`src/rtl/fft_output_serial.sv`:
```
// FFT output serializer: captures a quad of complex samples and streams them one per
// cycle with bin index and end-of-frame flag.
module fft_output_serial #(
    parameter int unsigned BIT      = 17,
    parameter int unsigned ADDR_BIT = 8
) (
    input  logic                iCLK,
    input  logic                iRESET,
    input  logic                iCLR,
    input  logic                iVALID,
    output logic                oREADY,
    input  logic [BIT-1:0]      iX0_RE,
    input  logic [BIT-1:0]      iX0_IM,
    input  logic [BIT-1:0]      iX1_RE,
    input  logic [BIT-1:0]      iX1_IM,
    input  logic [BIT-1:0]      iX2_RE,
    input  logic [BIT-1:0]      iX2_IM,
    input  logic [BIT-1:0]      iX3_RE,
    input  logic [BIT-1:0]      iX3_IM,
    output logic                oVALID,
    input  logic                iREADY,
    output logic [BIT-1:0]      oRE,
    output logic [BIT-1:0]      oIM,
    output logic [ADDR_BIT-1:0] oINDEX,
    output logic                oLAST
);

    localparam logic [ADDR_BIT-1:0] LastIndex = {ADDR_BIT{1'b1}};

    logic [BIT-1:0]      bufRe [4];
    logic [BIT-1:0]      bufIm [4];
    logic                fullQ, fullD;
    logic [1:0]          laneQ, laneD;
    logic [ADDR_BIT-1:0] indexQ, indexD;
    logic                accept, transfer;

    // iREADY feeds oREADY combinationally so a new quad can land as lane 3 leaves.
    assign oREADY   = iRESET && !iCLR && (!fullQ || (laneQ == 2'd3 && iREADY));
    assign accept   = iVALID && oREADY;
    assign transfer = fullQ && iREADY;

    assign oVALID = fullQ;
    assign oRE    = bufRe[laneQ];
    assign oIM    = bufIm[laneQ];
    assign oINDEX = indexQ;
    assign oLAST  = fullQ && (indexQ == LastIndex);

    always_comb begin
        fullD  = fullQ;
        laneD  = laneQ;
        indexD = indexQ;
        if (iCLR) begin
            fullD  = 1'b0;
            laneD  = 2'd0;
            indexD = '0;
        end else begin
            if (transfer) begin
                indexD = indexQ + 1'b1;
                if (laneQ != 2'd3) begin
                    laneD = laneQ + 2'd1;
                end else begin
                    fullD = 1'b0;
                end
            end
            if (accept) begin
                fullD = 1'b1;
                laneD = 2'd0;
            end
        end
    end

    always_ff @(posedge iCLK or negedge iRESET) begin
        if (!iRESET) begin
            fullQ  <= 1'b0;
            laneQ  <= 2'd0;
            indexQ <= '0;
        end else begin
            fullQ  <= fullD;
            laneQ  <= laneD;
            indexQ <= indexD;
        end
    end

    always_ff @(posedge iCLK or negedge iRESET) begin
        if (!iRESET) begin
            for (int i = 0; i < 4; i++) begin
                bufRe[i] <= '0;
                bufIm[i] <= '0;
            end
        end else if (accept) begin
            bufRe[0] <= iX0_RE;
            bufIm[0] <= iX0_IM;
            bufRe[1] <= iX1_RE;
            bufIm[1] <= iX1_IM;
            bufRe[2] <= iX2_RE;
            bufIm[2] <= iX2_IM;
            bufRe[3] <= iX3_RE;
            bufIm[3] <= iX3_IM;
        end
    end

endmodule

```
`config.mk`:
```
export PLATFORM = sky130hd
export DESIGN_NAME = fft_output_serial
export DESIGN_NICKNAME = d
export VERILOG_FILES = /design/src/rtl/fft_output_serial.sv
export SDC_FILE = /design/constraint.sdc
export NUM_CORES = 1
export LEC_CHECK = 0
export CORE_UTILIZATION = 50
export CTS_BUF_LIST = sky130_fd_sc_hd__clkbuf_4
export CTS_CLUSTER_SIZE = 28
export DETAILED_ROUTE_END_ITERATION = 12
export HOLD_SLACK_MARGIN = 0.05
export PLACE_DENSITY = 0.8
export SLEW_MARGIN = 20
export SYNTH_ARGS = -nofsm -noshare
export SYNTH_HDL_FRONTEND = slang
export SYNTH_SLANG_ARGS = --single-unit
```
`constraint.sdc`:
```
create_clock -name iCLK -period 2.2 [get_ports iCLK]
set_input_delay 0.66 -clock iCLK [delete_from_list [all_inputs] [get_ports iCLK]]
set_output_delay 0.66 -clock iCLK [all_outputs]
set_load 0.05 [all_outputs]
```
[Yosys cells after proc, flatten, opt, wreduce, memory -nomap -nowiden]
Cells that the tools add are included.
Storage, ports and cells
  register bits after elaboration: 147
  logic and storage cells: 49
Cells by class
  $add $sub $neg: 2
  $lt $le $gt $ge: 1
  equal/unequal tests: 4
  muxes and demuxes: 16
  bitwise operators: 1
  reductions and logical operators: 14
Operator list (number)
  17-bit binary-select mux with 2-bit select: 2
  17-bit two-way mux: 4
  8-bit two-way mux: 2
  8-bit by 1-bit adder with 8-bit output, second input constant: 1
  8-bit equality test, second input constant: 1
  2-bit two-way mux: 4
  1-bit logical AND: 6
  3-bit nonzero test: 2
  1-bit two-way mux: 4
  2-bit AND reduction: 2
  3-bit >= comparator, second input constant: 1
  3-bit != test, second input constant: 1
  2-bit inverter with 3-bit output: 1
  2-bit by 1-bit adder with 2-bit output, second input constant: 1
  2-bit equality test, second input constant: 1
  1-bit zero test: 2
  2-bit != test, second input constant: 1
  2-bit nonzero test: 1
  1-bit logical OR: 1

[Depth between registers and ports, before layout]
Gate-level depths: netlist of run 1.
  depth after elaboration: 7
  depth in mapped cells: 7
  mapped depth without buffers: 4

[Worst setup path before layout of run 1]
OpenSTA, ideal clock, no wires.
  kind: register to output
  from: register indexQ[0], in the netlist oINDEX[0]
  to: output port oLAST
  data arrival time: 1.688 ns
  data required time: 1.540 ns
  slack: -0.148 ns
  stages on the path, launching flop included: 4
  buffers on the path: 0
  cell sequence: dfrtp_1 -> ha_1 -> nand4_1 -> nor2_1
On the way
  word-level cells in the longest chain between the ends: 2
RTL lines
  from (decl): RTL line 34  | logic [ADDR_BIT-1:0] indexQ, indexD;
  from (signal assigned): RTL line 80  | indexQ <= indexD;
  8-bit equality test: RTL line 46  | assign oLAST = fullQ && (indexQ == LastIndex);
  1-bit logical AND: RTL line 46
  to (decl): RTL line 25  | output logic oLAST
Every way passes these cells.

[Worst setup path in the final report of run 1]
  from: register laneQ[0]
  to: output port oRE[1]
On the way
  word-level cells in the longest chain between the ends: 4
RTL lines
  from (decl): RTL line 33  | logic [1:0] laneQ, laneD;
  from (signal assigned): RTL line 79  | laneQ <= laneD;
  2-bit inverter with 3-bit output (not written as such): RTL line 43  | assign oRE = bufRe[laneQ];
  17-bit binary-select mux with 2-bit select: RTL line 43
  17-bit two-way mux (not written as such) (2 in a row): RTL line 43
  to (decl): RTL line 22  | output logic [BIT-1:0] oRE,
Every way passes these cells. The select of a mux whose other input is x is not followed.

==> summary.txt, run 1 <==
Status
  • Status: finished, violations left
  • Failing checks: setup timing

STA
  • Tmin final: 2.589 ns
  • Final setup violating endpoints: 36
  • Worst Slack Setup Final: -0.3892 ns
  • Setup repair after global routing missed its margin: true
  • Fin crit share: 1.177
  • Fmax: 0.3862 GHz
  • Rel. slew slack: 0.5516
  • Max-slew violation count: 0
  • Fin Clk Skew: 0.009485 ns
  • Final hold viol count: 0
  • Worst Max-Slew Pin Slew: 0.6725 ns
  • Final hold slack: 0.1624 ns

Layout
  • Commonest non-fill, non-tap cells in the layout: 144 x dfrtp_1, 139 x clkdlybuf4s50_1, 107 x mux2_4, 34 x mux4_2, 30 x buf_12
  • Register area: 3682 sq um
  • Post-route insts no fill: 775
  • Layout cells sized above 1: 0.4524
  • Fillers: 863
  • Multi-input gate area: 2978 sq um
  • Antenna Cells: 0
  • Most common cell after layout, fill and taps aside: dfrtp_1
  • Fin nets: 731
  • Layout area overhead: 38.09%

Floorplanning
  • FP Rows: 42
  • Die footprint: 14180 sq um
  • Die X: 119.1 microns
  • Initial core utilization: 0.5156
  • Std-Cell Core Area: 13300 sq um
  • Die Span Y: 119.1 microns
  • Ports: 186

Worst setup path
  • Cell Chain, Critical Path: buf_12 -> mux4_2 -> buf_12
  • CP Launch Point: laneQ[0]
  • Top Family by Delay on Critical Path: multiplexers
  • WP buf/inv: 2
  • Critical path type: reg2out
  • CP max FO: 17
  • CP arrival: 1.93 ns
  • Most frequent CP cell: buf_12
  • Slowest cell delay on critical path: 0.57 ns
  • Reg2Reg Launch Point: laneQ[0]
  • CP Launch Type: register
  • Reg-to-reg slack, setup: 0.16 ns
  • Worst EP required: 1.54 ns
  • Type of destination of the critical path: output port
  • Slowest-stage cell, CP: mux4_2

Power
  • Total power: 0.007867 W
  • Switching part of the total: 0.3014
  • Combinational Power Share: 0.358
  • Pint: 0.005496 W
  • P_leak: 4.044 nW
  • Switch Pwr: 0.002371 W
  • Part of the power in the clock network: 0.185
  • Peak VDD IR: 0.4125 mV
  • Sequential Power Share: 0.457
  • PD cells: 831.1 nW/um^2

Placement
  • Routability cong.: 0.7880
  • Placed insts: 738
  • Hpwl dp: 10.05 mm
  • Port-buffer cells: 185

Yosys
  • Distinct cells, synth: 27
  • Largest cells by area after synthesis: dfrtp_1 54%, mux2_4 23%, mux4_2 11%
  • Register area share after synthesis: 0.5366
  • Cell taking the most area after synthesis: dfrtp_1
  • Synth Net Count: 528
  • Yosys reg bits: 147
  • Mapped Cells: 385
  • Syn avg cell area: 17.81 sq um
  • Syn. warnings: 0
  • Yosys top cell area share: 0.5366
  • Post-Syn Area: 6855 sq um

Global routing
  • Total grt overflow: 0
  • Largest net degree at the start of global routing: 95
  • Vias in the first global route: 4510
  • Global-route wire length before repair: 23.65 mm
  • Initial antenna violation count: 0
  • Total GRT Usage: 0.2205

Drt
  • Antenna Nets Post-Route: 0
  • Initial DRC Count: 135
  • # DRC: 0
  • First drt pass iteration count: 4
  • WL final: 14.75 mm
  • DR WL/cell: 19.03 microns
  • Number of vias per cell: 5.299
  • Vias: 4107

Run
  • Total of max-cap violations: 0

Clocking
  • CTS max path bufs: 2
  • CTS tree: built
  • H-tree depth: 4
  • CTS buffer count: 17
  • CTS sink count: 147
  • CTS root buf: clkbuf_4
  • Reg clk slew, reported paths: 0.12 ns
  • Clk Latency, worst-skew pair: 0.52 ns

Min path
  • Hold Crit Class: in2async
final cells by class:
class                   count  area share
inverters                   1   0.0003965
repair buffers            209      0.2497
flip-flops and latches    147      0.3890
well taps                 176     0.02326
clock inverters            10    0.007269
clock buffers              20     0.01586
multi-input cells         212      0.3146
routing by layer:
layer  vias to the layer above  wire length, microns  GRT usage  part of all wire
li1                       1846                     -          -                 -
met1                      2086                  6608     0.3032              0.45
met2                       156                  6829     0.3303              0.46
met3                        19                  1062    0.06705             0.072
met4                         0                   249    0.08228             0.017
met5                         -                     0          0                 0
cell families after synthesis:
kind of cell	Yosys count	synth area share
xor+xnor	3	0.003834
compound gates	13	0.01132
flops	147	0.5366
buf+inv	26	0.03030
mux	171	0.3951
fa+ha+maj	2	0.003650
simple gates	23	0.01916
per-stage QoR:
step / instance area (sq um) / util / setup TNS (ns) / worst slack, ns
after floorplan: 6858 / - / -0.08246 / -0.004123
after global placement: 9111 / 0.6853 / -21.39 / -0.1982
after detailed placement: 9111 / 0.6853 / -23.85 / -0.2289
after CTS: 9417 / 0.7083 / -15.01 / -0.4771
after global routing: 9467 / 0.7120 / -16.44 / -0.5085
final: 9467 / 0.7120 / -12.29 / -0.3892
state kept, by name, summed over array words and instances (netlist names):
name and count:
laneQ 2, bufIm 68, bufRe 68, oVALID 1, oINDEX 8
worst reg2reg max path, cell delays in order, from the launching register on:
cell and delay [ns]:
dfrtp_2 0.47, buf_6 0.15, ha_1 0.20, a21bo_1 0.22, and4b_4 0.24, buf_12 0.14, buf_12 0.17, mux2_4 0.33
power groups by stage:
stage	clock network, W	logic (W)	registers, W
3_5_place_dp	0	0.00274	0.00365
5_1_grt	0.00162	0.00294	0.00367
3_3_place_gp	0	0.00269	0.00360
4_1_cts	0.00151	0.00283	0.00360
6_report	0.00145	0.00282	0.00360
2_1_floorplan	0	0.00177	0.00353
synth_stat cells:
library cell / n
or3_1: 3
a21bo_1: 1
buf_8: 1
clkbuf_1: 5
mux2i_1: 1
dfrtp_1: 147
xor2_1: 3
inv_1: 1
ha_1: 2
a21oi_1: 6
mux2_2: 29
o21bai_1: 1
o21ai_0: 3
and3b_1: 1
nand3b_1: 1
or4_1: 2
buf_6: 12
nand3_1: 4
and4b_1: 1
buf_2: 7
mux4_2: 34
nor2_1: 3
o31ai_1: 2
mux2_4: 107
nor3_1: 2
nand2_1: 3
nand4_1: 3
what timing repair did:
| action | CTS | global route |
|---|---|---|
| gates cloned | 0 | 0 |
| setup buffers | 2 | 5 |
| hold buffers | 0 | 0 |
| pin swaps | 0 | 2 |
| resized for setup | 20 | 0 |
| endpoints found under the setup margin | 36 | 36 |
final timing paths:
path | endpoint | depth (start not counted)
setup reg to reg | bufIm[52] | 7
hold reg to reg | bufRe[23] | 1
max in group asynchronous | laneQ[1] | 2
setup / recovery | oRE[1] | 3
hold / removal | bufRe[67] | 2
min in group iCLK | bufRe[23] | 1
No activity file was read; power rests on OpenSTA's default activity.
==> run 2, diff against run 1 <==
Settings changed: ABC_CLOCK_PERIOD_IN_PS set to 2200.
==> results of run 2 <==
No change in the layout: final DEF, timing and power equal those of run 1.
==> run 3, diff against run 2 <==
Settings changed: MAX_ROUTING_LAYER set to met4.
==> summary.txt, run 3 (synthesized netlist as in run 1, its figures left out) <==
Placement
  • Routability cong.: 0.7991 (+1.4%)
  • Dpl cell area: 9111 sq um (unchanged)
  • Hpwl dp: 10.05 mm (unchanged)
  • Port-buffer cells: 185 (unchanged)
  • Dpl ws: -0.2289 ns (unchanged)

Worst setup path
  • Critical path type: reg2out
  • CP Launch Type: register
  • Type of destination of the critical path: output port
  • CP Launch Point: laneQ[0]
  • CP arrival: 1.95 ns (+0.02 ns)
  • Reg2Reg Launch Point: laneQ[0]
  • CP max FO: 6 (-11)
  • Worst EP required: 1.54 ns (about the same)

Clocking
  • CTS root buf: clkbuf_4
  • CTS tree: built
  • CTS max path bufs: 2 (unchanged)
  • Reg clk slew, reported paths: 0.12 ns (about the same)
  • Clk Latency, worst-skew pair: 0.53 ns (about the same)
  • CTS buffer count: 17 (unchanged)
  • CTS sink count: 147 (unchanged)
  • H-tree depth: 4 (unchanged)

Floorplanning
  • FP Rows: 42 (unchanged)
  • Die X: 119.1 microns (unchanged)
  • Ports: 186 (unchanged)
  • Die footprint: 14180 sq um (unchanged)
  • Die Span Y: 119.1 microns (unchanged)
  • Initial core utilization: 0.5156 (unchanged)
  • Std-Cell Core Area: 13300 sq um (unchanged)

Drt
  • Number of vias per cell: 5.304 (about the same)
  • # DRC: 0 (unchanged)
  • WL final: 14.70 mm (-0.33%)
  • Initial DRC Count: 139 (+3.0%)
  • DR WL/cell: 19.02 microns (about the same)
  • Antenna Nets Post-Route: 0 (unchanged)
  • Vias: 4100 (-0.17%)
  • First drt pass iteration count: 4 (unchanged)

Layout
  • Design Area, Final: 9439 sq um (-0.29%)
  • Layout area overhead: 37.69%
  • Layout cells sized above 1: 0.4506 (-0.001834)
  • Commonest non-fill, non-tap cells in the layout: 144 x dfrtp_1, 139 x clkdlybuf4s50_1, 107 x mux2_4, 34 x mux4_2
  • Most common cell after layout, fill and taps aside: dfrtp_1
  • Fin nets: 729 (-0.27%)
  • Antenna Cells: 0 (unchanged)

STA
  • Fmax: 0.3835 GHz (-0.70%)
  • Worst Slack Setup Final: -0.4076 ns (-0.01834 ns)
  • Setup repair after global routing missed its margin: true
  • Worst Max-Slew Pin Slew: 0.6659 ns (-0.006676 ns)
  • Final setup violating endpoints: 36 (unchanged)
  • Max-slew violation count: 0 (unchanged)
  • Final hold slack: 0.1614 ns (-0.0009460 ns)
  • Tmin final: 2.608 ns (+0.01834 ns)
  • Fin crit share: 1.185 (+0.008337)
  • Final hold viol count: 0 (unchanged)
  • Rel. slew slack: 0.5561 (+0.004451)
  • Fin Clk Skew: 0.01008 ns (+0.0005970 ns)

Power
  • Total power: 0.007863 W (about the same)
  • P_leak: 4.030 nW (-0.34%)
  • PD cells: 833.1 nW/um^2 (+0.24%)
  • Peak VDD IR: 0.4125 mV (about the same)

Status
  • Failing checks: setup timing
  • Status: finished, violations left

Run
  • Total of max-cap violations: 0 (unchanged)

Global routing
  • Met2 Resource Use GR: 0.3310 (+0.0007267)
  • GR Util met1: 0.3045 (+0.001307)
  • GR peak layer: met2
  • Largest net degree at the start of global routing: 95 (unchanged)
  • Initial antenna violation count: 0 (unchanged)
  • Total GRT Usage: 0.2267 (+0.006217)
  • Grt met3 use: 0.06130 (-0.005747)
  • Global-route wire length before repair: 23.61 mm (-0.18%)
  • Vias in the first global route: 4507 (-0.067%)
  • Total grt overflow: 0 (unchanged)

Min path
  • Hold Crit Class: in2async
run 3: cell types whose count changed in the layout (fill, tap and decap cells not counted):
cell and delta:
buf_12 -1, buf_4 -1
run 3: report_power, final:
part | switching (W) | internal, W | total, W
clock | 0.000900 | 0.000559 | 0.00146
sequential | 0.000321 | 0.00327 | 0.00360
combinational | 0.00115 | 0.00166 | 0.00281
total | 0.00237 | 0.00549 | 0.00786
run 3: critical path: stages, from the launching register on:
cell	delay [ns]
dfrtp_2	0.47
buf_6	0.16
ha_1	0.20
a21bo_1	0.22
and3b_1	0.21
buf_12	0.15
run 3: per-layer routing:
metal | up-vias | wire length, microns
li1 | 1840 | -
met2 | 163 | 6840
met5 | - | 0
met1 | 2079 | 6619
met4 | 0 | 235
met3 | 18 | 1006
run 3: final cells by class:
class	instances	area, sq um
fill	870	3856
sequential	147	3682
multi-input combinational	212	2978
timing repair buffer	207	2336
tap	176	220.2
clock buffer	20	150.1
clock inverter	10	68.82
inverter	1	3.754
run 3: timing repair:
action	in CTS	in global routing
cloned	0	0
hold buffers	0	0
gates resized for setup	20	0
setup buffers	2	3
setup endpoints to repair	36	36
pin swaps	0	2
run 3: final timing paths:
| check | slack (ns) | to | depth (start not counted) |
|---|---|---|---|
| setup reg to reg | 0.14 | bufIm[52] | 7 |
| min in group iCLK | 0.52 | bufRe[23] | 1 |
| max in group asynchronous | 1.46 | laneQ[1] | 2 |
| hold reg to reg | 0.52 | bufRe[23] | 1 |
| setup / recovery | -0.41 | oREADY | 5 |
| hold / removal | 0.16 | bufRe[50] | 2 |
run 3: metrics by stage:
step	TNS, ns	instances	utilization
final	-12.36	773	0.7100
after global placement	-21.39	738	0.6853
after detailed placement	-23.85	738	0.6853
after floorplan	-0.08246	385	-
after global routing	-16.25	773	0.7100
after CTS	-15.01	770	0.7083
